$ cat config.mk
export PLATFORM = sky130hd
export DESIGN_NAME = vx_perf_event_ctrs
export DESIGN_NICKNAME = d
export VERILOG_FILES = /design/src/rtl/vx_perf_pkg.sv /design/src/rtl/vx_perf_ctr_cell.sv /design/src/rtl/vx_perf_event_ctrs.sv
export SDC_FILE = /design/constraint.sdc
export NUM_CORES = 1
export LEC_CHECK = 0
export ABC_CLOCK_PERIOD_IN_PS = 3000
export BUFFER_PORTS_ARGS = -buffer_cell sky130_fd_sc_hd__buf_2
export CORE_ASPECT_RATIO = 1.4
export CORE_UTILIZATION = 25
export DETAILED_ROUTE_END_ITERATION = 8
export HOLD_SLACK_MARGIN = 0.06
export PLACE_DENSITY_LB_ADDON = 0.2
export SYNTH_ARGS = -nofsm -noshare
export SYNTH_HDL_FRONTEND = slang
export SYNTH_SLANG_ARGS = --single-unit
$ cat constraint.sdc
create_clock -name clk -period 3 [get_ports clk]
set_input_delay 0.15 -clock clk [delete_from_list [all_inputs] [get_ports clk]]
set_output_delay 0.15 -clock clk [all_outputs]
set_load 0.1 [all_outputs]
$ cat src/rtl/vx_perf_pkg.sv
// rtl/vx_perf_pkg.sv - shared performance-event indices, counter width and helpers
package vx_perf_pkg;

  localparam int PERF_CTR_BITS = 44;

  typedef enum logic [3:0] {
    PERF_LOADS,
    PERF_STORES,
    PERF_BRANCHES,
    PERF_ACTIVE_THREADS,
    PERF_IBF_STALLS,
    PERF_SCB_STALLS,
    PERF_LSU_STALLS,
    PERF_CSR_STALLS,
    PERF_ALU_STALLS,
    PERF_GPU_STALLS
`ifdef EXT_F_ENABLE
    , PERF_FPU_STALLS
`endif
  } perf_event_e;

`ifdef EXT_F_ENABLE
  localparam int NUM_PERF_EVENTS = 11;
`else
  localparam int NUM_PERF_EVENTS = 10;
`endif

  // Index width that stays legal for a single-channel build.
  function automatic int idx_width(input int n);
    return (n > 1) ? $clog2(n) : 1;
  endfunction

endpackage

$ cat src/rtl/vx_perf_ctr_cell.sv
// rtl/vx_perf_ctr_cell.sv - one event counter with sticky overflow flag
module vx_perf_ctr_cell
  import vx_perf_pkg::*;
#(
  parameter int CTR_W    = PERF_CTR_BITS,
  parameter int INC_W    = 4,
  parameter int SATURATE = 0
) (
  input  logic             clk,
  input  logic             reset,
  input  logic             enable,
  input  logic             clear,
  input  logic [INC_W-1:0] inc,
  output logic [CTR_W-1:0] count,
  output logic             ovf
);

  logic [CTR_W:0] sum;

  // The extra top bit is the carry that marks an overflowing add.
  assign sum = {1'b0, count} + (CTR_W + 1)'(inc);

  always_ff @(posedge clk or negedge reset) begin
    if (!reset) begin
      count <= '0;
      ovf   <= 1'b0;
    end else if (clear) begin
      count <= '0;
      ovf   <= 1'b0;
    end else if (enable) begin
      if (sum[CTR_W]) begin
        count <= (SATURATE != 0) ? '1 : sum[CTR_W-1:0];
        ovf   <= 1'b1;
      end else begin
        count <= sum[CTR_W-1:0];
      end
    end
  end

endmodule

$ cat src/rtl/vx_perf_event_ctrs.sv
// rtl/vx_perf_event_ctrs.sv - bank of event counters with a one-deep read-response channel
// Optional shadow snapshot registers are built when PERF_SNAPSHOT_EN is defined.
module vx_perf_event_ctrs
  import vx_perf_pkg::*;
#(
  parameter int NUM_EVENTS = 10,
  parameter int CTR_W      = PERF_CTR_BITS,
  parameter int INC_W      = 4,
  parameter int SATURATE   = 0,
  localparam int IDX_W     = idx_width(NUM_EVENTS)
) (
  input  logic                        clk,
  input  logic                        reset,
  input  logic                        enable,
  input  logic                        clear,
`ifdef PERF_SNAPSHOT_EN
  input  logic                        snap,
`endif
  input  logic [NUM_EVENTS*INC_W-1:0] evt_inc,
  input  logic                        req_valid,
  output logic                        req_ready,
  input  logic [IDX_W-1:0]            req_idx,
  output logic                        rsp_valid,
  input  logic                        rsp_ready,
  output logic [CTR_W-1:0]            rsp_data,
  output logic                        rsp_ovf,
  output logic                        rsp_err
);

  logic [NUM_EVENTS-1:0][CTR_W-1:0] live_cnt;
  logic [NUM_EVENTS-1:0]            live_ovf;
  logic [NUM_EVENTS-1:0][CTR_W-1:0] src_cnt;
  logic [NUM_EVENTS-1:0]            src_ovf;
  logic [CTR_W-1:0]                 rd_data;
  logic                             rd_ovf;
  logic                             rd_err;
  logic                             req_fire;

  for (genvar i = 0; i < NUM_EVENTS; i++) begin : g_cell
    vx_perf_ctr_cell #(
      .CTR_W    (CTR_W),
      .INC_W    (INC_W),
      .SATURATE (SATURATE)
    ) u_cell (
      .clk    (clk),
      .reset  (reset),
      .enable (enable),
      .clear  (clear),
      .inc    (evt_inc[i*INC_W +: INC_W]),
      .count  (live_cnt[i]),
      .ovf    (live_ovf[i])
    );
  end

`ifdef PERF_SNAPSHOT_EN
  logic [NUM_EVENTS-1:0][CTR_W-1:0] shadow_cnt;
  logic [NUM_EVENTS-1:0]            shadow_ovf;

  // Captures the registered (pre-clear, pre-increment) values of this cycle.
  always_ff @(posedge clk or negedge reset) begin
    if (!reset) begin
      shadow_cnt <= '0;
      shadow_ovf <= '0;
    end else if (snap) begin
      shadow_cnt <= live_cnt;
      shadow_ovf <= live_ovf;
    end
  end

  assign src_cnt = shadow_cnt;
  assign src_ovf = shadow_ovf;
`else
  assign src_cnt = live_cnt;
  assign src_ovf = live_ovf;
`endif

  always_comb begin
    rd_data = '0;
    rd_ovf  = 1'b0;
    rd_err  = 1'b1;
    for (int i = 0; i < NUM_EVENTS; i++) begin
      if (req_idx == IDX_W'(i)) begin
        rd_data = src_cnt[i];
        rd_ovf  = src_ovf[i];
        rd_err  = 1'b0;
      end
    end
  end

  assign req_ready = !rsp_valid || rsp_ready;
  assign req_fire  = req_valid && req_ready;

  always_ff @(posedge clk or negedge reset) begin
    if (!reset) begin
      rsp_valid <= 1'b0;
      rsp_data  <= '0;
      rsp_ovf   <= 1'b0;
      rsp_err   <= 1'b0;
    end else if (req_fire) begin
      rsp_valid <= 1'b1;
      rsp_data  <= rd_data;
      rsp_ovf   <= rd_ovf;
      rsp_err   <= rd_err;
    end else if (rsp_ready) begin
      rsp_valid <= 1'b0;
    end
  end

endmodule

# ---- After elaboration in Yosys (flattened, before gate mapping)
# Cells that the tools add are included.
dict set report word_totals {
  register_bits 497
  input_bits 50
  output_inout_bits 48
}
dict set report op_classes {
  reduce_logical 26
  n_mux 82
  n_eq_ne 9
  add_sub_neg 10
}
# operator count
set op_table {}
lappend op_table {{44-bit two-way mux} 30}
lappend op_table {{44-bit by 4-bit adder with 45-bit output} 10}
lappend op_table {{1-bit two-way mux} 52}
lappend op_table {{2-bit nonzero test} 12}
lappend op_table {{2-bit AND reduction} 10}
lappend op_table {{4-bit by 3-bit equality test with 1-bit output (second input constant)} 4}
lappend op_table {{4-bit by 2-bit equality test with 1-bit output (second input constant)} 2}
lappend op_table {{4-bit equality test (second input constant)} 2}
lappend op_table {{4-bit by 1-bit equality test with 1-bit output (second input constant)} 1}
lappend op_table {{4-bit zero test} 1}
lappend op_table {{1-bit logical AND} 1}
lappend op_table {{1-bit zero test} 1}
lappend op_table {{1-bit logical OR} 1}

# ---- Logic depth before layout (Yosys ltp)
dict set report depth {
  depth_word 11
  ltp_mapped 9
  mapped_depth_nobuf 7
}

# ---- Modules after synthesis
# A second synthesis with hierarchy kept.
dict set report unflattened {
  hier_cells 3470
  hier_area_um2 30342.9
}
# mod area_per_inst_um2 seq_area_each_um2 n_inst cells_per_inst
set modules_own_cells {}
lappend modules_own_cells {{vx_perf_ctr_cell at g_cell[0].u_cell ...} 2432.3 1126.1 9 264}
lappend modules_own_cells {vx_perf_event_ctrs 5977.0 1176.1 1 827}
lappend modules_own_cells {{vx_perf_ctr_cell at g_cell[4].u_cell} 2474.9 1126.1 1 267}

# ---- Worst setup path after synthesis
# OpenSTA, ideal clock, no wires.
dict set report synth_timing {
  kind {register to register}
  startpoint {register rsp_valid}
  endpoint {register rsp_data[26]}
  synth_period_minus_slack_ns 3.055
  required_ns 2.874
  stages_incl_launch_ff 6
  setup_time_ns 0.126
  arrival_time_ns 2.929
  slack_ns -0.055
  path_cell_list {dfrtp_1 nand2b_1 nand3b_1 clkbuf_1 a21oi_1 a221o_1}
}
dict set report synth_via {
  elab_chain_len 3
}
# item line_no
set synth_lines {}
lappend synth_lines {{start, declared} vx_perf_event_ctrs.sv:23} ;# output logic rsp_valid,
lappend synth_lines {{start signal, assigned} vx_perf_event_ctrs.sv:95} ;# rsp_valid <= 1'b0;
lappend synth_lines {{start signal, assigned} vx_perf_event_ctrs.sv:100} ;# rsp_valid <= 1'b1;
lappend synth_lines {{start signal, assigned} vx_perf_event_ctrs.sv:105} ;# rsp_valid <= 1'b0;
lappend synth_lines {{1-bit zero test} vx_perf_event_ctrs.sv:90} ;# assign req_ready = !rsp_valid || rsp_ready;
lappend synth_lines {{1-bit logical OR} vx_perf_event_ctrs.sv:90}
lappend synth_lines {{via req_ready} vx_perf_event_ctrs.sv:21} ;# output logic req_ready,
lappend synth_lines {{1-bit logical AND} vx_perf_event_ctrs.sv:91} ;# assign req_fire = req_valid && req_ready;
lappend synth_lines {{end signal, assigned} vx_perf_event_ctrs.sv:101} ;# rsp_data <= rd_data;
lappend synth_lines {{end, declared} vx_perf_event_ctrs.sv:25} ;# output logic [CTR_W-1:0] rsp_data,
# The timed path passes the listed nets, and every way through them passes these cells.
# A chain may end at the register's enable or synchronous reset.

# ---- Worst setup path in the final report
dict set report layout_timing {
  startpoint {register g_cell[7].u_cell.count[1]}
  endpoint {register g_cell[7].u_cell.count[43]}
}
dict set report layout_via {
  elab_chain_len 3
}
# item line_no
set layout_lines {}
lappend layout_lines {{start, declared} vx_perf_ctr_cell.sv:14} ;# output logic [CTR_W-1:0] count,
lappend layout_lines {{start signal, assigned} vx_perf_ctr_cell.sv:32} ;# count <= (SATURATE != 0) ? '1 : sum[CTR_W-1:0];
lappend layout_lines {{start signal, assigned} vx_perf_ctr_cell.sv:35} ;# count <= sum[CTR_W-1:0];
lappend layout_lines {{44-bit by 4-bit adder with 45-bit output} vx_perf_ctr_cell.sv:21} ;# assign sum = {1'b0, count} + (CTR_W + 1)'(inc);
lappend layout_lines {{44-bit two-way mux} vx_perf_ctr_cell.sv:30} ;# end else if (enable) begin
lappend layout_lines {{44-bit two-way mux} vx_perf_ctr_cell.sv:27} ;# end else if (clear) begin
# No other way between the ends. The select of a mux whose other input is x is not followed.

==> out/qor.yml <==
synth:
  synthCells: 3205
  synth_nets: 3305
  yosys_most_used_dff: "dfrtp_1"
  netlist.area_leader.share_pct: 42.6
  syn_avg_cell_area_um2: 9.11
  yosys_warnings: 0
  ys_top_cells_by_area: "dfrtp_1, nor2_1, a21oi_1"
  synth_edf_count: 0
  synthDistinctLibCells: 84
  synthTopCellsByCount: "dfrtp_1, nor2_1, a21oi_1"
  synth_area_mm2: 0.0292
  yosysTopAreaCell: "dfrtp_1"
  async_flop_share_pct: 100
  synth-seq-area-share_pct: 42.6
  yosysMostFrequentCell: "dfrtp_1"
  ys_ff_latch: 497
cts:
  cts_tree: "built"
  cts_sinks: 497
  post_cts_resized: 0
  cts_buffer_depth: 3
  clk_pin_slew_ns: 0.06
  root_buffer: "clkbuf_16"
  clk_latency_ns: 0.66
  htree_levels: 2
  numCtsBuffers: 58
cells_and_area:
  layout-drive-gt1-share_pct: 13.0
  fin_nets: 3480
  area_growth_pct: 18.8
  fin_cells: 4930
floorplanning:
  io_pins: 98
  die_area_mm2: 0.118
  floorplan.initialDensity_pct: 25.1
  coreArea_mm2: 0.116
  rows: 148
  dieWidth_um: 291
  die_h_um: 406
grt:
  grt_pass1_wl_mm: 177
  overflow: 0
  grt_use_total_pct: 19.9
  grt_max_degree: 128
  grt_pass1_vias: 26302
  antenna_found_initial: 6
power_and_ir_drop:
  total_power_mw: 17.3
  power.leakage_nw: 13.8
  vdd_drop_max_uv: 452
  power_density_mw_per_mm2: 498
timing:
  grt_setup_unrepaired: "false"
  setup_violations: 0
  maxSlewHeadroom_pct: 34.8
  layout_worst_path_cycle_share_pct: 86.7
  setup-tns-final_ns: 0
  tightest_slew_ns: 0.977
  setup_ws_ns: 0.399
  drv_slew: 0
  max_freq_ghz: 0.384
  hold_viol_final: 0
  fin_crit_ns: 2.60
  skew_ns: 0.0388
critical_path:
  path_max_fanout: 14
  cp.required_ns: 3.52
  rrSetupSlack_ns: 0.40
  critPathKind: "register to register"
  startpoint_type: "register"
  arrival_ns: 3.12
  end_kind: "register"
placed_design:
  dpl_worst_slack_ns: 0.407
  dp_hpwl_mm: 90.1
  place.gp.congestion: 0.878
  port_buffers: 97
  placed_cells: 4786
status:
  violations: "DRC"
  run_status: "finished, violations left"
route:
  route.antenna.remaining_nets: 0
  routedWlPerCell_um: 24.0
  avgViaCountPerCell: 5.37
  num_vias: 26483
  drtPass1Iterations: 7
  drt_iter0_drc: 2123
  drt-total-wl_mm: 119
  drc_errors: 6
min_path:
  hp-class: "primary input to register"
job:
  cap_violations: 0
## routing by layer
| metal | global-route usage, % | wire length (µm) |
|---|---|---|
| met3 | 2.20 | 4390 |
| met1 | 24.2 | 49200 |
| met2 | 35.6 | 60100 |
| met4 | 7.93 | 4830 |
| met5 | 0 | 36 |
## final timing paths
path / end / cells after the start / startpoint
min in group asynchronous: g_cell[7].u_cell.count[34] / 2 / reset
setup / recovery: g_cell[7].u_cell.count[43] / 7 / g_cell[7].u_cell.count[1]
hold / removal: g_cell[3].u_cell.count[0] / 4 / evt_inc[12]
hold reg to reg: g_cell[8].u_cell.ovf / 1 / g_cell[8].u_cell.ovf
max in group asynchronous: g_cell[6].u_cell.count[31] / 3 / reset
setup reg to reg: g_cell[7].u_cell.count[43] / 7 / g_cell[7].u_cell.count[1]
## state kept, by name, summed over array words and instances, names as in the netlist
name	cells
rsp_ovf	1
g_cell.u_cell.ovf	10
rsp_err	1
g_cell.u_cell.count	440
rsp_valid	1
rsp_data	44
## per-stage QoR
stage | hold slack (ns) | util [%] | instance area (µm²)
detailed placement | 0.231 | 27.9 | 32400
CTS | 0.0699 | 29.9 | 34700
global route | 0.0742 | 29.9 | 34700
finish | 0.0165 | 29.9 | 34700
global placement | 0.243 | 27.9 | 32400
floorplan | -0.146 | - | 29200
## final cells by class
cell class                 count  area [µm²]
timing repair buffer         316        2400
multi-input combinational   2457       15800
inverter                      50         188
antenna                        2        5.00
clock inverter                28         329
fill                       12112       81400
clock buffer                  80        1640
tap                         1500        1880
sequential                   497       12400
## cell usage in the layout (no fill, tap or decap), types with 34 or more instances in the layout
master,Yosys,routed
nand3_1,116,116
nor4_1,52,52
o31ai_1,92,92
clkbuf_16,0,58
buf_2,22,93
dlygate4sd3_1,0,34
or3_1,113,113
ha_1,40,40
xor2_1,100,100
inv_1,49,49
a21oi_1,265,265
or4_1,78,78
nor2_1,375,375
and3_1,54,54
mux2i_1,61,61
xnor2_1,131,131
nand2_1,180,179
o21ai_0,134,134
a221oi_1,40,40
o22ai_1,37,37
nand4_1,111,111
dfrtp_1,497,497
nor3_1,64,63
and4_1,35,35
o221ai_1,34,34
buf_4,4,174
## power breakdown
group | internal (mW) | leakage, nW | switching (mW)
Clock | 4.35 | 0.983 | 3.17
Sequential | 6.86 | 6.86 | 0.243
Combinational | 0.716 | 5.97 | 1.93
## what timing repair did
item                       in CTS  in global routing
hold buffers                   34                  0
setup endpoints to repair       0                  0
setup buffers                   0                  0
hold endpoints to repair      224                  0
## worst max-delay path, cell delays in order (launching register included)
cell and delay, ns:
dfrtp_1 0.45, ha_1 0.32, a211o_1 0.32, a21oi_1 0.36, or2_0 0.40, buf_4 0.27
nor3_1 0.07, mux2_2 0.28
## cell families (layout without fill, tap and decap cells)
group	Yosys count	in the layout	share of synthesized area, %
and+or+nand+nor	1300	1300	24.0
AOI/OAI and AO/OA	804	804	18.1
DFF	497	497	42.6
buffers and inverters	251	474	3.48
xor gates and xnor gates	231	231	6.93
muxes	72	72	2.52
adders and majority gates	50	50	2.40
other	0	2	0
No activity file was read; power rests on OpenSTA's default activity.
